--- src/rtl/sdram_slot_arbiter.sv ---
// rtl/sdram_slot_arbiter.sv - two-port request arbiter and slot aligner for the 8-phase SDRAM controller
// SDRAM_ARB_RR_EN defined: round-robin between ports when both pend; undefined: fixed A over B.
module sdram_slot_arbiter #(
  parameter int ADDR_W      = 22,
  parameter int CAPTURE_DLY = 5
) (
  input  logic              clk,
  input  logic              reset,
  input  logic              clkref,
  input  logic              a_req,
  input  logic              a_we,
  input  logic [ADDR_W-1:0] a_addr,
  input  logic [1:0]        a_ds,
  input  logic [15:0]       a_wdata,
  output logic              a_ack,
  output logic [15:0]       a_rdata,
  input  logic              b_req,
  input  logic              b_we,
  input  logic [ADDR_W-1:0] b_addr,
  input  logic [1:0]        b_ds,
  input  logic [15:0]       b_wdata,
  output logic              b_ack,
  output logic [15:0]       b_rdata,
  output logic              sd_oe,
  output logic              sd_we,
  output logic [ADDR_W-1:0] sd_addr,
  output logic [1:0]        sd_ds,
  output logic [15:0]       sd_din,
  input  logic [15:0]       sd_dout
);

  typedef enum logic [1:0] {IDLE, ARM, BUSY, DONE} state_t;

  state_t     state, state_nx;
  logic [2:0] cnt, cnt_nx;
  logic       ref_q;
  logic       rise, fall;
  logic       grant, capture, slot_end;
  logic       sel_b, sel_we;
  logic       gnt_b;
`ifdef SDRAM_ARB_RR_EN
  logic       rr_last;
`endif

  assign rise = clkref & ~ref_q;
  assign fall = ~clkref & ref_q;

`ifdef SDRAM_ARB_RR_EN
  // rr_last=1 means B won the previous contested or uncontested grant, so A goes next
  assign sel_b = b_req & (~a_req | ~rr_last);
`else
  assign sel_b = b_req & ~a_req;
`endif
  assign sel_we = sel_b ? b_we : a_we;

  always_ff @(posedge clk) begin
    if (reset) begin
      state <= IDLE;
      cnt   <= 3'd0;
    end else begin
      state <= state_nx;
      cnt   <= cnt_nx;
    end
  end

  always_comb begin
    state_nx = state;
    cnt_nx   = cnt;
    grant    = 1'b0;
    capture  = 1'b0;
    slot_end = 1'b0;
    case (state)
      IDLE, DONE: begin
        // slot boundary: close the finished slot and immediately arbitrate the next one
        if (fall) begin
          slot_end = (state == DONE);
          if (a_req | b_req) begin
            grant    = 1'b1;
            state_nx = ARM;
          end else begin
            state_nx = IDLE;
          end
        end
      end
      ARM: begin
        if (rise) begin
          cnt_nx   = 3'd1;
          state_nx = BUSY;
        end
      end
      BUSY: begin
        if (cnt == 3'(CAPTURE_DLY)) begin
          capture  = 1'b1;
          state_nx = DONE;
        end else begin
          cnt_nx = cnt + 3'd1;
        end
      end
      default: state_nx = IDLE;
    endcase
  end

  always_ff @(posedge clk) begin
    if (reset) begin
      ref_q   <= 1'b0;
      gnt_b   <= 1'b0;
      a_ack   <= 1'b0;
      b_ack   <= 1'b0;
      a_rdata <= 16'd0;
      b_rdata <= 16'd0;
      sd_oe   <= 1'b0;
      sd_we   <= 1'b0;
      sd_addr <= '0;
      sd_ds   <= 2'd0;
      sd_din  <= 16'd0;
`ifdef SDRAM_ARB_RR_EN
      rr_last <= 1'b1;
`endif
    end else begin
      ref_q <= clkref;
      a_ack <= 1'b0;
      b_ack <= 1'b0;
      if (slot_end) begin
        sd_oe <= 1'b0;
        sd_we <= 1'b0;
      end
      // a new grant overrides the slot-end drop in the same cycle
      if (grant) begin
        gnt_b   <= sel_b;
        sd_we   <= sel_we;
        sd_oe   <= ~sel_we;
        sd_addr <= sel_b ? b_addr  : a_addr;
        sd_ds   <= sel_b ? b_ds    : a_ds;
        sd_din  <= sel_b ? b_wdata : a_wdata;
`ifdef SDRAM_ARB_RR_EN
        rr_last <= sel_b;
`endif
      end
      if (capture) begin
        if (gnt_b) begin
          b_ack <= 1'b1;
          if (!sd_we) b_rdata <= sd_dout;
        end else begin
          a_ack <= 1'b1;
          if (!sd_we) a_rdata <= sd_dout;
        end
      end
    end
  end

endmodule

--- config.mk ---
export PLATFORM = sky130hd
export DESIGN_NAME = sdram_slot_arbiter
export DESIGN_NICKNAME = d
export VERILOG_FILES = /design/src/rtl/sdram_slot_arbiter.sv
export SDC_FILE = /design/constraint.sdc
export NUM_CORES = 1
export LEC_CHECK = 0
export BUFFER_PORTS_ARGS = -buffer_cell sky130_fd_sc_hd__buf_4
export CORE_ASPECT_RATIO = 1.25
export CORE_UTILIZATION = 41
export CTS_CLUSTER_SIZE = 25
export DETAILED_ROUTE_END_ITERATION = 10
export PLACE_DENSITY = 0.82
export SLEW_MARGIN = 20
export SYNTH_ARGS = -nofsm -noshare
export SYNTH_HDL_FRONTEND = slang
export SYNTH_SLANG_ARGS = --single-unit
--- constraint.sdc ---
create_clock -name clk -period 1.65 [get_ports clk]
set_input_delay 0.165 -clock clk [delete_from_list [all_inputs] [get_ports clk]]
set_output_delay 0.165 -clock clk [all_outputs]
set_load 0.05 [all_outputs]
; Word-level counts from Yosys, hierarchy flattened
; Index checks and enable logic that the tools add are counted.
[word_totals]
output_inout_bits = 76
elab_cells = 66
reg_bits = 83
[op_classes]
bitwise = 11
muxes = 24
add_sub_neg = 1
n_eq_ne = 8
n_reduce_logical = 9
[ops]
columns = op, count
row1 = $mux 22, 1
row2 = $mux 16, 1
row3 = $mux 1, 14
row4 = $reduce_and 3->1, 4
row5 = $mux 2, 4
row6 = $ne 2x2->1 const B, 4
row7 = $not 1->1, 7
row8 = $mux 3, 2
row9 = $pmux 2 s3, 1
row10 = $pmux 3 s2, 1
row11 = $eq 2x2->1 const B, 2
row12 = $reduce_bool 2->1, 2
row13 = $reduce_or 2->1, 2
row14 = $add 3x1->3 const B, 1
row15 = $and 1x1->1, 3
row16 = $eq 3x3->1 const B, 1
row17 = $eq 2x1->1 const B, 1
row18 = $logic_not 2->1, 1
row19 = $or 1x1->1, 1

; Depth between registers and ports, before layout
[depth]
word_depth = 6
mapped_depth = 8

; Worst setup path before layout
; Ideal clock, no wire load.
[synth_path]
kind = register -> register
startpoint = register state[0]
endpoint = register sd_addr[16]
t_required_ns = 1.564
path_stages_with_launch = 8
path_buffers = 2
arrival_ns = 1.624
path_slack_ns = -0.060
synth_period_minus_slack_ns = 1.710
path_cell_list = dfxtp_1 -> inv_1 -> ha_1 -> and3b_1 -> and2b_1 -> buf_6 -> buf_4 -> a211oi_1
[synth_between]
elab_chain_cells = 3
[synth_lines]
columns = element, line
row1 = start: declaration, 34  ; state_t state, state_nx;
row2 = start signal: assignment, 61  ; state <= state_nx;
row3 = $eq 2x2->1 or $logic_not 2->1 (tied branches), 72  ; case (state)
row4 = $reduce_or 2->1 (*), 72
row5 = $mux 1 (*), 72
row6 = end signal: assignment, 132  ; sd_addr <= sel_b ? b_addr : a_addr;
row7 = end: declaration, 26  ; output logic [ADDR_W-1:0] sd_addr,
; Mark *: on every way between the ends. The rest lies on a longest branch, timed or not.
; A chain may end at the register's enable or synchronous reset.

; Worst setup path in the final report
[layout_path]
startpoint = register state[0]
endpoint = register sd_din[9]
[layout_between]
elab_chain_cells = 3
[layout_lines]
columns = element, line
row1 = $eq 2x2->1 or $logic_not 2->1 (tied branches), 72
row2 = $reduce_or 2->1 (*), 72
row3 = $mux 1 (*), 72
row4 = end signal: assignment, 134  ; sd_din <= sel_b ? b_wdata : a_wdata;
row5 = end: declaration, 28  ; output logic [15:0] sd_din,
; Marks and branches as above.

==> qor.txt <==
====================================================================================
Die Width                                                                    86.3 µm
# clock sinks                                                                     83
Number of global-route vias before repair                                       3521
Gpl congestion                                                                 0.829
Core Region                                                                 8650 µm²
Fraction of synthesized area in multiplexers                                   11.9%
Worst min path class                                                    input port to register
Max-slew violation count                                                           0
Startpoint-to-endpoint class of the critical path                       register to register
Number of placed cells counting well taps                                        670
Minimum period implied by the final worst setup slack                        1.65 ns
Netlist area before placement                                               3640 µm²
Clock insertion delay at the later pin of the skew report                    0.34 ns
Crit path required time                                                      1.91 ns
Number of remaining DRC errors                                                     0
Multi-input gate area in the final layout                                   1870 µm²
Worst path arrival time                                                      1.91 ns
Net count of the mapped netlist                                                  491
Detail-routed via count per cell                                                5.04
Leading cell types by total area after synthesis                        sky130_fd_sc_hd__dfxtp_1 46%, sky130_fd_sc_hd__mux2i_1 12%, sky130_fd_sc_hd__a211oi_2 10%
I/O pin total                                                                    179
Number of buffers inserted for hold repair after clock tree synthesis              0
Max-slew headroom                                                              74.1%
Adder-cell share of the synthesized area                                       2.06%
Number of synthesized flops with an enable pin                                     0
Dpl cell area                                                               5160 µm²
Yosys reg bits                                                                    83
Area added between synthesis and finish                                        54.4%
Number of H-tree levels                                                            3
Utilization after layout                                                       64.9%
Filler Cells Inserted                                                            720
Global Route Usage Sum                                                         22.2%
Design Power                                                                 5.42 mW
Die Y-Extent                                                                  107 µm
Count of final setup violators                                                     0
Die area                                                                    9260 µm²
Worst setup SP type                                                         register
Clock tree from TritonCTS                                                        yes
Yosys synthesis warning count                                                      0
Initial standard-cell utilization of the core                                  42.1%
Detailed router's first-iteration violation count                                144
Endpoint type of the worst setup path                                       register
Layout cells sized above 1                                                     47.4%
Register-to-register setup slack                                            0.001 ns
Critical hold path startpoint                                                  a_req
Ratio of final minimum period to clock period                                  99.9%
Reported max-cap violation count                                                   0
Static leakage                                                               2.33 nW
Dominant synthesized flop cell                                          sky130_fd_sc_hd__dfxtp_1
Maximum clock path buffer count                                                    2
Synth Area per Inst                                                         9.53 µm²
Routed length per placed instance                                            14.9 µm
Worst-case vdd ir drop                                                      0.588 mV
Fraction of registers with async set or reset after synthesis                     0%
Aggregate global routing overflow                                                  0
Cell type contributing the most total cell area after synthesis         sky130_fd_sc_hd__dfxtp_1
Setup repair after global routing missed its margin                              yes
Standard-cell rows                                                                38
Library cells used by synthesis                                                   35
Number of standard cells after synthesis                                         382
Fraction of post-synthesis cell area in the top cell type by area              45.7%
Endpoint of the worst-slack reg-to-reg timing path                         sd_din[9]
Final setup skew                                                          0.00573 ns
Total power divided by cell area                                          965 nW/µm²
Sequential cell area fraction in the yosys report                              45.7%
Largest family of logic cells by synthesized area                       compound AO/OA/AOI/OAI gates
First-pass DRT Iterations                                                          4
HPWL after DPL                                                               7.39 mm
Worst slew pin tran                                                         0.378 ns
Top fanout value on the critical path                                             20
Wire length of the first global-routing pass                                 16.1 mm
Highest clock rate                                                           606 MHz
Cells on Worst Hold Path                                                           2
Worst reg-to-reg path cell count                                                   7
Hold Worst Slack                                                           0.0394 ns
Xor/xnor cell area share of the yosys netlist                                     0%
Count of vias placed by the detailed router                                     3499
Clock buffer count from CTS                                                        9
Total Routed Length                                                          10.4 mm
Pin count of the biggest net entering global routing                              41
WHS Endpoint                                                                   gnt_b
Finished Layout Cells                                                            694
Root buffer selected by CTS                                             sky130_fd_sc_hd__clkbuf_8
Post-synthesis simple-gate area fraction                                       16.0%
Clock Pin Slew Worst Setup and Hold Paths                                    0.08 ns
Diode count                                                                        0
Finished layout cell area                                                   5620 µm²
Final hold violations                                                              0
Count of buffers inserted at the top-level ports                                 178
Initial antenna violation count                                                    0
Number of nets in the layout                                                     678
R2r startpoint                                                              state[0]
Area used by sequential logic in the layout                                 1670 µm²
Outcome                                                                 finished clean
Remaining antenna violation count                                                  0
Compound-Gate Fraction of Synth Area                                           19.1%
====================================================================================
[what timing repair did]
action / 4_1_cts / 5_1_grt
gates cloned: 3 / 1
setup endpoints to repair: 42 / 55
buffers inserted: 2 / 2
pin swaps: 0 / 0
resized for setup: 9 / 19
[state kept, by name, summed over array words and instances, names as in the netlist]
| register | flops |
|---|---|
| sd_din | 16 |
| sd_oe | 1 |
| gnt_b | 1 |
| b_ack | 1 |
| state | 2 |
| a_ack | 1 |
| sd_addr | 22 |
| a_rdata | 16 |
| b_rdata | 16 |
| ref_q | 1 |
| sd_ds | 2 |
| cnt | 3 |
| sd_we | 1 |
[cell type report]
| cell class | count | area share (%) |
|---|---|---|
| Sequential cell | 83 | 29.6 |
| Clock inverter | 5 | 1.38 |
| Inverter | 4 | 0.267 |
| Timing Repair Buffer | 205 | 30.4 |
| Multi-Input combinational cell | 266 | 33.3 |
| Clock buffer | 11 | 2.34 |
| Tap cell | 120 | 2.67 |
[cells by family (layout without fill, tap and decap cells)]
family | Yosys count | in the layout
DFF | 83 | 83
buffers and inverters | 33 | 225
and+or+nand+nor | 134 | 134
adders and majority gates | 6 | 6
muxes | 43 | 43
AOI/OAI and AO/OA | 83 | 83
[layout by cell type (no fill, tap or decap), types with 2 or more instances in the layout]
cell,netlist,routed
sky130_fd_sc_hd__mux2i_1,42,42
sky130_fd_sc_hd__buf_6,5,2
sky130_fd_sc_hd__inv_1,4,3
sky130_fd_sc_hd__a211oi_1,13,11
sky130_fd_sc_hd__a211oi_2,29,31
sky130_fd_sc_hd__dfxtp_2,0,3
sky130_fd_sc_hd__buf_12,0,6
sky130_fd_sc_hd__buf_4,6,192
sky130_fd_sc_hd__nand2_1,67,66
sky130_fd_sc_hd__nor2_1,46,42
sky130_fd_sc_hd__clkbuf_1,7,2
sky130_fd_sc_hd__nor2b_1,4,2
sky130_fd_sc_hd__clkinv_2,0,2
sky130_fd_sc_hd__nor3_1,2,2
sky130_fd_sc_hd__a21oi_1,35,34
sky130_fd_sc_hd__dfxtp_1,83,80
sky130_fd_sc_hd__nand2b_1,2,2
sky130_fd_sc_hd__nor2_2,0,4
sky130_fd_sc_hd__bufinv_16,0,2
sky130_fd_sc_hd__ha_4,0,2
sky130_fd_sc_hd__clkbuf_8,0,9
sky130_fd_sc_hd__ha_1,6,4
sky130_fd_sc_hd__buf_16,0,3
sky130_fd_sc_hd__nor3b_1,3,3
[Yosys cell counts (3+ instances only)]
| library cell | number |
|---|---|
| sky130_fd_sc_hd__dfxtp_1 | 83 |
| sky130_fd_sc_hd__nand2_1 | 67 |
| sky130_fd_sc_hd__nor2_1 | 46 |
| sky130_fd_sc_hd__mux2i_1 | 42 |
| sky130_fd_sc_hd__a21oi_1 | 35 |
| sky130_fd_sc_hd__a211oi_2 | 29 |
| sky130_fd_sc_hd__a211oi_1 | 13 |
| sky130_fd_sc_hd__buf_2 | 9 |
| sky130_fd_sc_hd__clkbuf_1 | 7 |
| sky130_fd_sc_hd__buf_4 | 6 |
| sky130_fd_sc_hd__ha_1 | 6 |
| sky130_fd_sc_hd__buf_6 | 5 |
| sky130_fd_sc_hd__inv_1 | 4 |
| sky130_fd_sc_hd__nor2b_1 | 4 |
| sky130_fd_sc_hd__nor3b_1 | 3 |
[how the worst max path moves through the flow]
stage                         from  cells after the start           to
final                     state[0]                      7    sd_din[9]
after global routing      state[0]                      7   sd_din[13]
after CTS                 state[0]                      8        sd_oe
after detailed placement  state[0]                      7     sd_ds[0]
after global placement    state[0]                      7   sd_din[13]
after floorplan           state[0]                      8  b_rdata[10]
[through the flow]
step	TNS [ns]	setup slack [ns]
floorplan	-0.348	-0.0208
global placement	0	0.0525
global route	-1.77	-0.0748
CTS	-0.00216	-0.00216
finish	0	0.00119
detailed placement	-1.36	-0.0975
[per-layer routing]
metal  track usage, %  vias to the layer above  wire [µm]
li1                 -                     1694          -
met3             4.37                       25        610
met2             42.9                      121       5790
met1             22.1                     1659       3730
met5                0                        -          0
met4             11.0                        0        252
[worst max-delay path, cell delays in order (launching register included)]
cell	delay (ns)
sky130_fd_sc_hd__dfxtp_2	0.35
sky130_fd_sc_hd__inv_2	0.05
sky130_fd_sc_hd__ha_4	0.26
sky130_fd_sc_hd__and3b_1	0.19
sky130_fd_sc_hd__and2b_4	0.27
sky130_fd_sc_hd__buf_12	0.18
sky130_fd_sc_hd__nor2_1	0.06
sky130_fd_sc_hd__a211oi_2	0.19
[report_power, final]
| part | switching (mW) | internal, mW | total (mW) |
|---|---|---|---|
| sequential | 0.0890 | 2.14 | 2.23 |
| combinational | 0.931 | 0.715 | 1.65 |
| clock | 0.701 | 0.849 | 1.55 |
| total | 1.72 | 3.70 | 5.42 |
(Power assumes the default switching activity.)
